$ cat src/rtl/vault_alarm_ctrl_if.sv
// ---------------------------------------------------------------------------
// vault_alarm_ctrl_if
// Signal bundle between the vault switch inputs and the alarm controller.
//   porta       : vault door open (1) / closed (0)
//   relogio     : business hours (1) / after hours (0)
//   interruptor : manager override, 1 forces the system armed
//   ack         : alarm acknowledge / clear (level)
//   sirene      : siren drive
//   armado      : system armed
//   memoria     : alarm-has-fired memory
//   estado      : state code (IDLE=0 ARMED=1 PRE_ALARM=2 ALARM=3 MEMORY=4)
//   contagem    : remaining cycles in PRE_ALARM / ALARM, else 0
// Modports: master drives the switch inputs and observes the outputs,
//           slave is the controller side.
// CNT_W must match the CNT_W of the controller bound to it.
// ---------------------------------------------------------------------------
interface vault_alarm_ctrl_if #(
    parameter int CNT_W = 8
);
    logic             porta;
    logic             relogio;
    logic             interruptor;
    logic             ack;
    logic             sirene;
    logic             armado;
    logic             memoria;
    logic [2:0]       estado;
    logic [CNT_W-1:0] contagem;

    modport master (
        output porta, relogio, interruptor, ack,
        input  sirene, armado, memoria, estado, contagem
    );

    modport slave (
        input  porta, relogio, interruptor, ack,
        output sirene, armado, memoria, estado, contagem
    );
endinterface

$ cat src/rtl/vault_alarm_ctrl.sv
// ---------------------------------------------------------------------------
// vault_alarm_ctrl
// Armed/disarmed state machine for the bank-vault alarm: entry grace period,
// bounded siren time and a latched alarm memory cleared by acknowledge.
//
// Ports:
//   clk_2  : board clock, all state changes on its rising edge
//   reset  : asynchronous, active-high, forces IDLE and clears all outputs
//   bus    : vault_alarm_ctrl_if.slave (porta, relogio, interruptor, ack in;
//            sirene, armado, memoria, estado, contagem out)
//
// Parameters:
//   GRACE_CYCLES : cycles the door may stay open while armed (1..2^CNT_W-1)
//   SIREN_CYCLES : cycles the siren sounds before alarm memory (1..2^CNT_W-1)
//   CNT_W        : down-counter / contagem width (must match the interface)
//   BLINK_LOG2   : blink half-period is 2^BLINK_LOG2 cycles
//
// Build option: define VAULT_ALARM_BLINK_EN to make the siren blink during
// ALARM (starting at 1 on entry); otherwise the siren is steady in ALARM.
//
// All outputs are registered from the next-state decode (Moore outputs).
// ---------------------------------------------------------------------------
module vault_alarm_ctrl #(
    parameter int GRACE_CYCLES = 3,
    parameter int SIREN_CYCLES = 8,
    parameter int CNT_W        = 8,
    parameter int BLINK_LOG2   = 1
) (
    input logic               clk_2,
    input logic               reset,
    vault_alarm_ctrl_if.slave bus
);

    localparam logic [2:0] ST_IDLE   = 3'd0;
    localparam logic [2:0] ST_ARMED  = 3'd1;
    localparam logic [2:0] ST_PRE    = 3'd2;
    localparam logic [2:0] ST_ALARM  = 3'd3;
    localparam logic [2:0] ST_MEMORY = 3'd4;

    localparam logic [CNT_W-1:0] GRACE_LOAD = CNT_W'(GRACE_CYCLES - 1);
    localparam logic [CNT_W-1:0] SIREN_LOAD = CNT_W'(SIREN_CYCLES - 1);

    // Elaboration-time guard on the configuration.
    if (GRACE_CYCLES < 1 || GRACE_CYCLES > (2 ** CNT_W) - 1 ||
        SIREN_CYCLES < 1 || SIREN_CYCLES > (2 ** CNT_W) - 1 ||
        BLINK_LOG2 < 0) begin : g_bad_params
        $error("vault_alarm_ctrl: illegal parameter combination");
    end

    logic [2:0]       state_q, state_d;
    logic [CNT_W-1:0] cnt_q, cnt_d;
    logic             sirene_q, sirene_d;
    logic             armado_q;
    logic             memoria_q;
    logic             arm;
    logic             clear_req;

    // Next-state and counter decode. The counter is zero outside PRE_ALARM
    // and ALARM, is loaded only on entry to them and never wraps below 0.
    always_comb begin
        arm       = ~bus.relogio | bus.interruptor;
        clear_req = bus.ack & ~bus.porta;
        state_d   = state_q;
        cnt_d     = '0;
        case (state_q)
            ST_IDLE: begin
                if (arm) state_d = ST_ARMED;
            end
            ST_ARMED: begin
                // Intrusion wins over a simultaneous disarm.
                if (bus.porta) begin
                    state_d = ST_PRE;
                    cnt_d   = GRACE_LOAD;
                end else if (!arm) begin
                    state_d = ST_IDLE;
                end
            end
            ST_PRE: begin
                if (!bus.porta) begin
                    state_d = ST_ARMED;
                end else if (!arm) begin
                    state_d = ST_IDLE;
                end else if (cnt_q == '0) begin
                    state_d = ST_ALARM;
                    cnt_d   = SIREN_LOAD;
                end else begin
                    cnt_d = cnt_q - CNT_W'(1);
                end
            end
            ST_ALARM: begin
                // relogio/interruptor alone never cancel a running alarm.
                if (clear_req) begin
                    state_d = arm ? ST_ARMED : ST_IDLE;
                end else if (cnt_q == '0) begin
                    state_d = ST_MEMORY;
                end else begin
                    cnt_d = cnt_q - CNT_W'(1);
                end
            end
            ST_MEMORY: begin
                if (clear_req) state_d = arm ? ST_ARMED : ST_IDLE;
            end
            default: begin
                state_d = ST_IDLE;
            end
        endcase
    end

`ifdef VAULT_ALARM_BLINK_EN
    // Cycles spent in the current ALARM visit; restarted on every entry so
    // the siren always begins a visit in its "on" half-period.
    logic [BLINK_LOG2:0] phase_q, phase_d;

    always_comb begin
        phase_d = '0;
        if (state_d == ST_ALARM && state_q == ST_ALARM) begin
            phase_d = phase_q + 1'b1;
        end
        sirene_d = (state_d == ST_ALARM) && !phase_d[BLINK_LOG2];
    end

    always_ff @(posedge clk_2 or posedge reset) begin
        if (reset) phase_q <= '0;
        else       phase_q <= phase_d;
    end
`else
    always_comb begin
        sirene_d = (state_d == ST_ALARM);
    end
`endif

    always_ff @(posedge clk_2 or posedge reset) begin
        if (reset) begin
            state_q   <= ST_IDLE;
            cnt_q     <= '0;
            sirene_q  <= 1'b0;
            armado_q  <= 1'b0;
            memoria_q <= 1'b0;
        end else begin
            state_q   <= state_d;
            cnt_q     <= cnt_d;
            sirene_q  <= sirene_d;
            armado_q  <= (state_d != ST_IDLE);
            memoria_q <= (state_d == ST_ALARM) || (state_d == ST_MEMORY);
        end
    end

    assign bus.estado   = state_q;
    assign bus.contagem = cnt_q;
    assign bus.sirene   = sirene_q;
    assign bus.armado   = armado_q;
    assign bus.memoria  = memoria_q;

endmodule

$ cat src/flat_wrapper.sv
// flat-port wrapper written by rule: the top's interface ports become plain ports
module vault_alarm_ctrl_flat 
#(
    parameter int GRACE_CYCLES = 3,
    parameter int SIREN_CYCLES = 8,
    parameter int CNT_W        = 8,
    parameter int BLINK_LOG2   = 1
)
  (clk_2, reset, bus_porta, bus_relogio, bus_interruptor, bus_ack, bus_sirene, bus_armado, bus_memoria, bus_estado, bus_contagem);
  vault_alarm_ctrl_if #(.CNT_W(CNT_W)) bus_i ();
  input logic clk_2;
  input logic reset;
  input wire logic [$bits(bus_i.porta)-1:0] bus_porta;
  input wire logic [$bits(bus_i.relogio)-1:0] bus_relogio;
  input wire logic [$bits(bus_i.interruptor)-1:0] bus_interruptor;
  input wire logic [$bits(bus_i.ack)-1:0] bus_ack;
  output wire logic [$bits(bus_i.sirene)-1:0] bus_sirene;
  output wire logic [$bits(bus_i.armado)-1:0] bus_armado;
  output wire logic [$bits(bus_i.memoria)-1:0] bus_memoria;
  output wire logic [$bits(bus_i.estado)-1:0] bus_estado;
  output wire logic [$bits(bus_i.contagem)-1:0] bus_contagem;
  assign bus_i.porta = bus_porta;
  assign bus_i.relogio = bus_relogio;
  assign bus_i.interruptor = bus_interruptor;
  assign bus_i.ack = bus_ack;
  assign bus_sirene = bus_i.sirene;
  assign bus_armado = bus_i.armado;
  assign bus_memoria = bus_i.memoria;
  assign bus_estado = bus_i.estado;
  assign bus_contagem = bus_i.contagem;
  vault_alarm_ctrl #(.GRACE_CYCLES(GRACE_CYCLES), .SIREN_CYCLES(SIREN_CYCLES), .CNT_W(CNT_W), .BLINK_LOG2(BLINK_LOG2)) u_core (.clk_2(clk_2), .reset(reset), .bus(bus_i));
endmodule
$ cat config.mk
export PLATFORM = sky130hd
export DESIGN_NAME = vault_alarm_ctrl_flat
export DESIGN_NICKNAME = d
export VERILOG_FILES = /design/src/rtl/vault_alarm_ctrl_if.sv /design/src/rtl/vault_alarm_ctrl.sv /design/src/flat_wrapper.sv
export SDC_FILE = /design/constraint.sdc
export NUM_CORES = 1
export LEC_CHECK = 0
export ABC_AREA = 1
export CORE_ASPECT_RATIO = 0.9
export CORE_MARGIN = 1.5
export CORE_UTILIZATION = 45
export DETAILED_ROUTE_END_ITERATION = 7
export HOLD_SLACK_MARGIN = 0.15
export PLACE_DENSITY = 0.74
export SKIP_LAST_GASP = 1
export SYNTH_ARGS = -nofsm -noshare
export SYNTH_HDL_FRONTEND = slang
export SYNTH_SLANG_ARGS = --single-unit
export TNS_END_PERCENT = 100
$ cat constraint.sdc
create_clock -name clk_2 -period 1.6 [get_ports clk_2]
set_input_delay 0.24 -clock clk_2 [delete_from_list [all_inputs] [get_ports clk_2]]
set_output_delay 0.24 -clock clk_2 [all_outputs]
set_load 0.05 [all_outputs]
==> results of run 1 <==
worst max-delay path: cells and delay by family, from the launching register on:
kind	cells	cell delay (ns)
buffers and inverters	2	0.17
and+or+nand+nor	8	0.59
adders and majority gates	1	0.16
DFF	1	0.42
cell type report:
type                            instances  area (um^2)
Inverter                               23         86.3
Sequential cell                        14          353
Tap cell                               24         30.0
Multi-Input combinational cell         61          373
Clock buffer                            4         36.3
Timing Repair Buffer                   23          223
Fill cell                             153          581
routing by layer:
metal  up-vias  global-route usage (%)
li1        349                       -
met1       302                    21.5
met2        15                    30.0
met3         4                    3.83
met4         0                    5.41
met5         -                       0
cell usage in the layout, fill, tap and decap left out, drive strengths merged:
cell            n
nor3            1
nor2           15
dfrtp          14
ha              2
o21ai           2
inv            23
clkbuf          4
nand2          21
xnor2           1
a21oi           3
buf            18
nand4           1
nand3          10
xor2            5
clkdlybuf4s50   5
power groups by stage:
stage	combinational [uW]	sequential, uW	clock, uW
after floorplan	723	919	0
after global placement	1450	587	0
after detailed placement	1470	585	0
after CTS	1470	581	261
after global routing	1730	599	273
final	1580	582	251
final timing paths:
| kind | end | startpoint | cells after the start | slack, ns |
|---|---|---|---|---|
| hold / removal | u_core.bus.memoria$_DFF_PP0_ | reset | 2 | 0.29 |
| max in group asynchronous | u_core.bus.contagem[1]$_DFF_PP0_ | reset | 2 | 0.93 |
| setup reg to reg | u_core.bus.memoria$_DFF_PP0_ | u_core.bus.contagem[0]$_DFF_PP0_ | 11 | 0.15 |
| hold reg to reg | u_core.bus.contagem[0]$_DFF_PP0_ | u_core.bus.contagem[0]$_DFF_PP0_ | 1 | 0.47 |
| setup / recovery | u_core.bus.memoria$_DFF_PP0_ | u_core.bus.contagem[0]$_DFF_PP0_ | 11 | 0.15 |
| min in group clk_2 | u_core.bus.contagem[0]$_DFF_PP0_ | u_core.bus.contagem[0]$_DFF_PP0_ | 1 | 0.47 |
flip-flops by register name, summed over array words and instances, names as in the netlist:
register             flops
u_core.bus.sirene        1
u_core.bus.armado        1
u_core.bus.estado        3
u_core.bus.memoria       1
u_core.bus.contagem      8
kinds of logic (layout without fill, tap and decap cells):
family	count (synthesis)	after routing	share of synthesized area, %
xor gates and xnor gates	6	6	6.53
adders and majority gates	2	2	3.11
DFF	14	14	43.5
buffers and inverters	23	50	10.7
AOI/OAI and AO/OA	5	5	3.58
and+or+nand+nor	48	48	32.5
per-stage QoR:
step | power (uW) | hold slack [ns] | area, um^2 | setup slack [ns]
3_3_place_gp | 2040 | 0.467 | 1040 | 0.0662
4_1_cts | 2320 | 0.303 | 1070 | 0.0533
2_1_floorplan | 1640 | 0.129 | 807 | 0.0882
6_report | 2420 | 0.290 | 1100 | 0.149
5_1_grt | 2600 | 0.339 | 1100 | 0.00751
3_5_place_dp | 2050 | 0.468 | 1040 | 0.0457
what timing repair did:
item,CTS,global route
gates resized for setup,0,2
setup endpoints to repair,0,11
setup buffers,0,3
==> out/qor.yml, run 1 <==
global_route:
  gr-total-overflow: 0
  grt_max_degree: 15
  grt_pass1_wl_um: 2590
  grt_pass1_vias: 650
  track_usage_pct: 17.6
  grt_antenna_before_repair: 0
status:
  status: "complete, no violations"
placement:
  place.gp.congestion: 0.842
  portBuffers: 19
  hpwlAfterDp_um: 1220
  dp_cells: 142
drt:
  vias: 670
  ant_nets: 0
  wl_met1_um: 680
  wl_per_cell_um: 10.4
  dr_wl_met2_um: 790
  drt_first_pass_iters: 4
  wl_um: 1550
  dr_wl_met3_um: 61
  top_layer_used: "met4"
  drc_errors: 0
  drt-vias-per-instance: 4.50
  first_iter_violations: 6
setup_path:
  slowest_stage: "dfrtp_2"
  critPathCaptureType: "flop"
  crit_required_ns: 1.77
  path_class: "reg2reg"
  path_cells: "inv_1, ha_1, nand2_1, nor2_2, nand2_2, nand2_4, nand2_2, inv_2, nand2_4, nand2_2, nand2_1"
  cp_max_fo: 5
  cp.arrival_ns: 1.63
  critical-path-max-stage-delay_ns: 0.42
  start_kind: "flop"
  crit_top_cell: "nand2_2"
synthesis:
  synth-seq-cells: 14
  syn_area_um2: 805
  yosys.area.top_type: "dfrtp_1"
  synth.area.top_cells: "dfrtp_1, inv_1, nand2_1, xor2_1, nor2_1"
  syn_nets: 106
  yosysUniqueCellTypes: 19
  synthArstFlopShare_pct: 100
  yosysMostFrequentCell: "inv_1"
  synth_ff_type: "dfrtp_1"
  syn-instance-count: 98
  synth_edf_count: 0
  yosysSeqAreaShare_pct: 43.5
  synth_top_area_share_pct: 43.5
  yosysWarnings: 0
  avgSynthCellArea_um2: 8.21
  yosys-top-cells-count: "inv_1, dfrtp_1, nand2_1"
power:
  p_int_uw: 1220
  comb_power_share_pct: 65.5
  swShare_pct: 49.5
  power.density_nw_per_um2: 2190
  switchingPower_uw: 1200
  p_leak_uw: 0.000636
  ir_drop_uv: 1520
  pwr-share-clk_pct: 10.4
  pwr-share-seq_pct: 24.1
finish:
  final_util_pct: 65.5
  n_antenna_cell: 0
  synthToLayoutAreaGrowth_pct: 36.9
  drive_above_1_share_pct: 40.0
  finalNonFillerCells: 149
  final_nets: 134
sta:
  hold_violations: 0
  post-route-period-util_pct: 90.7
  worst_pin_slew_ns: 0.527
  tns_ns: 0
  rsz0062_at_grt: "no"
  slew_viol_final: 0
  max-slew-margin-rel_pct: 64.8
  fin_crit_ns: 1.45
  fmax_ghz: 0.689
  setup_viol: 0
  fin_skew_ns: 0.00107
clocking:
  cts_sinks: 14
  ctsHoldBuffers: 0
  clkTransAtPathRegs_ns: 0.08
  cts-root-buf: "clkbuf_4"
  cts-buffers-inserted: 3
  clockBufferDepth: 2
  tritoncts: "yes"
  h-tree-depth: 1
  clk_latency_ns: 0.28
floorplan:
  start_util_pct: 47.8
  die_h_um: 43.1
  fp.dieW_um: 47.6
  die_area_um2: 2050
  io_pins: 20
  core_um2: 1680
  fp-row-count: 14
flow_run:
  maxCapViolCount: 0
hold_path:
  hold_path.class: "in2async"
Power figures use the tool's default switching activity.
==> run 2, diff against run 1 <==
Settings changed: SLEW_MARGIN set to 20.
==> results of run 2 <==
Final layout, timing and power as in run 1 (identical DEF).
==> run 3, diff against run 2 <==
Settings changed: GPL_TIMING_DRIVEN set to 0.
==> run 3 against run 2 <==
Sequential share of layout area grew 1.5 points. Setup slack lost 0.10 ns. Die area is the same. Largest power group unchanged.
==> out/qor.yml, run 3 (same netlist as run 1, synthesis figures left out) <==
status:
  status: "complete, no violations"
drt:
  wl_per_cell_um: 10.0  # -3.4%
  drc_errors: 0  # unchanged
  ant_nets: 0  # unchanged
  wl_um: 1460  # -6.0%
  vias: 664  # -0.90%
  drt-vias-per-instance: 4.58  # +1.8%
  first_iter_violations: 10  # +4
  drt_first_pass_iters: 4  # unchanged
power:
  pwr-share-clk_pct: 11.8  # +1.4 points
  power.density_nw_per_um2: 2060  # -6.0%
  pwr-share-seq_pct: 25.8  # +1.7 points
  p_leak_uw: 0.000630  # -0.97%
  ir_drop_uv: 1140  # -25%
  comb_power_share_pct: 62.4  # -3.1 points
  switchingPower_uw: 1150  # -4.0%
  swShare_pct: 53.0  # +3.5 points
  p_int_uw: 1020  # -17%
setup_path:
  cp_top_family: "buffers and inverters"
  cp.arrival_ns: 1.31  # -0.32 ns
  slowest_stage: "clkdlybuf4s15_1"
  start_kind: "flop"
  path_cells: "clkdlybuf4s15_1"
  critical-path-max-stage-delay_ns: 0.55  # +0.13 ns
  critPathCaptureType: "output pin"
  critPathBufInv: 1  # -1
  path_class: "reg2out"
  crit_required_ns: 1.36  # -0.41 ns
  reg2reg_slack_ns: 0.15  # about the same
  cp_max_fo: 5  # unchanged
hold_path:
  hold_path.class: "in2async"
clocking:
  ctsHoldBuffers: 0  # unchanged
  cts-buffers-inserted: 3  # unchanged
  clk_latency_ns: 0.28  # about the same
  post-cts-setup-buffer-count: 0  # unchanged
  h-tree-depth: 1  # unchanged
  cts_sinks: 14  # unchanged
  clockBufferDepth: 2  # unchanged
  cts-root-buf: "clkbuf_4"
  tritoncts: "yes"
  clkTransAtPathRegs_ns: 0.09  # about the same
finish:
  final_common_cell: "inv_1"
  drive_above_1_share_pct: 25.6  # -14 points
  design_area_um2: 1050  # -4.5%
  n_antenna_cell: 0  # unchanged
  largest_reg_flops: 8  # unchanged
  final_nets: 130  # -3.0%
  layout_common_cells: "inv_1, nand2_1, dlygate4sd2_1, dfrtp_1, nor2_1"
  synthToLayoutAreaGrowth_pct: 30.6
flow_run:
  maxCapViolCount: 0  # unchanged
floorplan:
  io_pins: 20  # unchanged
  start_util_pct: 47.8  # unchanged
  die_h_um: 43.1  # unchanged
  die_area_um2: 2050  # unchanged
  fp.dieW_um: 47.6  # unchanged
  fp-row-count: 14  # unchanged
  core_um2: 1680  # unchanged
sta:
  rsz0062_at_grt: "yes"
  setup_viol: 0  # unchanged
  max-slew-margin-rel_pct: 65.5  # +0.65 points
  post-route-period-util_pct: 97.0  # +6.3 points
  worst_pin_slew_ns: 0.517  # -0.00974 ns
  fmax_ghz: 0.644  # -6.5%
  hold_violations: 0  # unchanged
  fin_skew_ns: 0.00574  # +0.00467 ns
  fin_crit_ns: 1.55  # +0.101 ns
  whs_ns: 0.278  # -0.0112 ns
  slew_viol_final: 0  # unchanged
global_route:
  grt_antenna_before_repair: 0  # unchanged
  grt_pass1_wl_um: 2650  # +2.1%
  track_usage_pct: 18.6  # +0.92 points
  grt_pass1_vias: 682  # +4.9%
  grt_max_degree: 15  # unchanged
  gr-total-overflow: 0  # unchanged
placement:
  placed_area_um2: 1030  # -0.96%
  portBuffers: 19  # unchanged
  hpwlAfterDp_um: 1210  # -1.6%
  place.gp.congestion: 0.827  # -1.8%
[run 3: cell count changes in the layout (fill, tap and decap cells not counted)]
cell,before,now
nor2_1,9,10
nor2_2,5,4
buf_4,15,0
dlygate4sd2_1,0,12
clkdlybuf4s15_1,0,2
buf_12,3,0
[run 3: final timing paths]
check                                              endpoint                        startpoint  depth (start not counted)
max                                           bus_estado[2]    u_core.bus.estado[2]$_DFF_PP0_                          1
min                          u_core.bus.estado[0]$_DFF_PP0_                             reset                          2
max reg2reg                    u_core.bus.memoria$_DFF_PP0_  u_core.bus.contagem[0]$_DFF_PP0_                         11
min reg2reg                u_core.bus.contagem[0]$_DFF_PP0_  u_core.bus.contagem[0]$_DFF_PP0_                          1
max in group asynchronous  u_core.bus.contagem[0]$_DFF_PP0_                             reset                          2
min in group clk_2         u_core.bus.contagem[0]$_DFF_PP0_  u_core.bus.contagem[0]$_DFF_PP0_                          1
[run 3: cell type report]
| type | instances | area [um^2] |
|---|---|---|
| clock buffer | 4 | 36.3 |
| multi-input combinational | 61 | 370 |
| fill | 175 | 631 |
| inverter | 23 | 86.3 |
| timing repair buffer | 19 | 175 |
| tap | 24 | 30.0 |
| sequential | 14 | 353 |
[run 3: layer usage]
| metal | up-vias | global-route usage (%) | share of wire, % |
|---|---|---|---|
| met3 | 2 | 4.26 | 4.3 |
| met2 | 13 | 31.6 | 54 |
| met5 | - | 0 | 0 |
| met1 | 312 | 21.0 | 40 |
| li1 | 337 | - | - |
| met4 | 0 | 8.65 | 1.5 |
[run 3: power by group through the flow]
stage / clock [uW] / sequential (uW) / combinational (uW)
CTS: 267 / 559 / 1360
global placement: 0 / 564 / 1400
floorplan: 0 / 919 / 723
finish: 256 / 558 / 1350
detailed placement: 0 / 567 / 1420
global route: 280 / 576 / 1500
[run 3: metrics by stage]
| step | setup TNS [ns] | total power, uW | utilization [%] | std cells | setup slack [ns] |
|---|---|---|---|---|---|
| after floorplan | 0 | 1640 | - | 98 | 0.0882 |
| after global placement | 0 | 1970 | 61.1 | 141 | 0.00776 |
| after detailed placement | 0 | 1990 | 61.1 | 141 | 0.00471 |
| after CTS | 0 | 2180 | 62.2 | 145 | 0.0183 |
| after global routing | -0.0155 | 2350 | 62.5 | 145 | -0.0155 |
| final | 0 | 2170 | 62.5 | 145 | 0.0478 |
[run 3: what timing repair did]
action | CTS | global route
endpoints found under the setup margin | 14 | 5
cloned | 0 | 0
gates resized for setup | 14 | 3
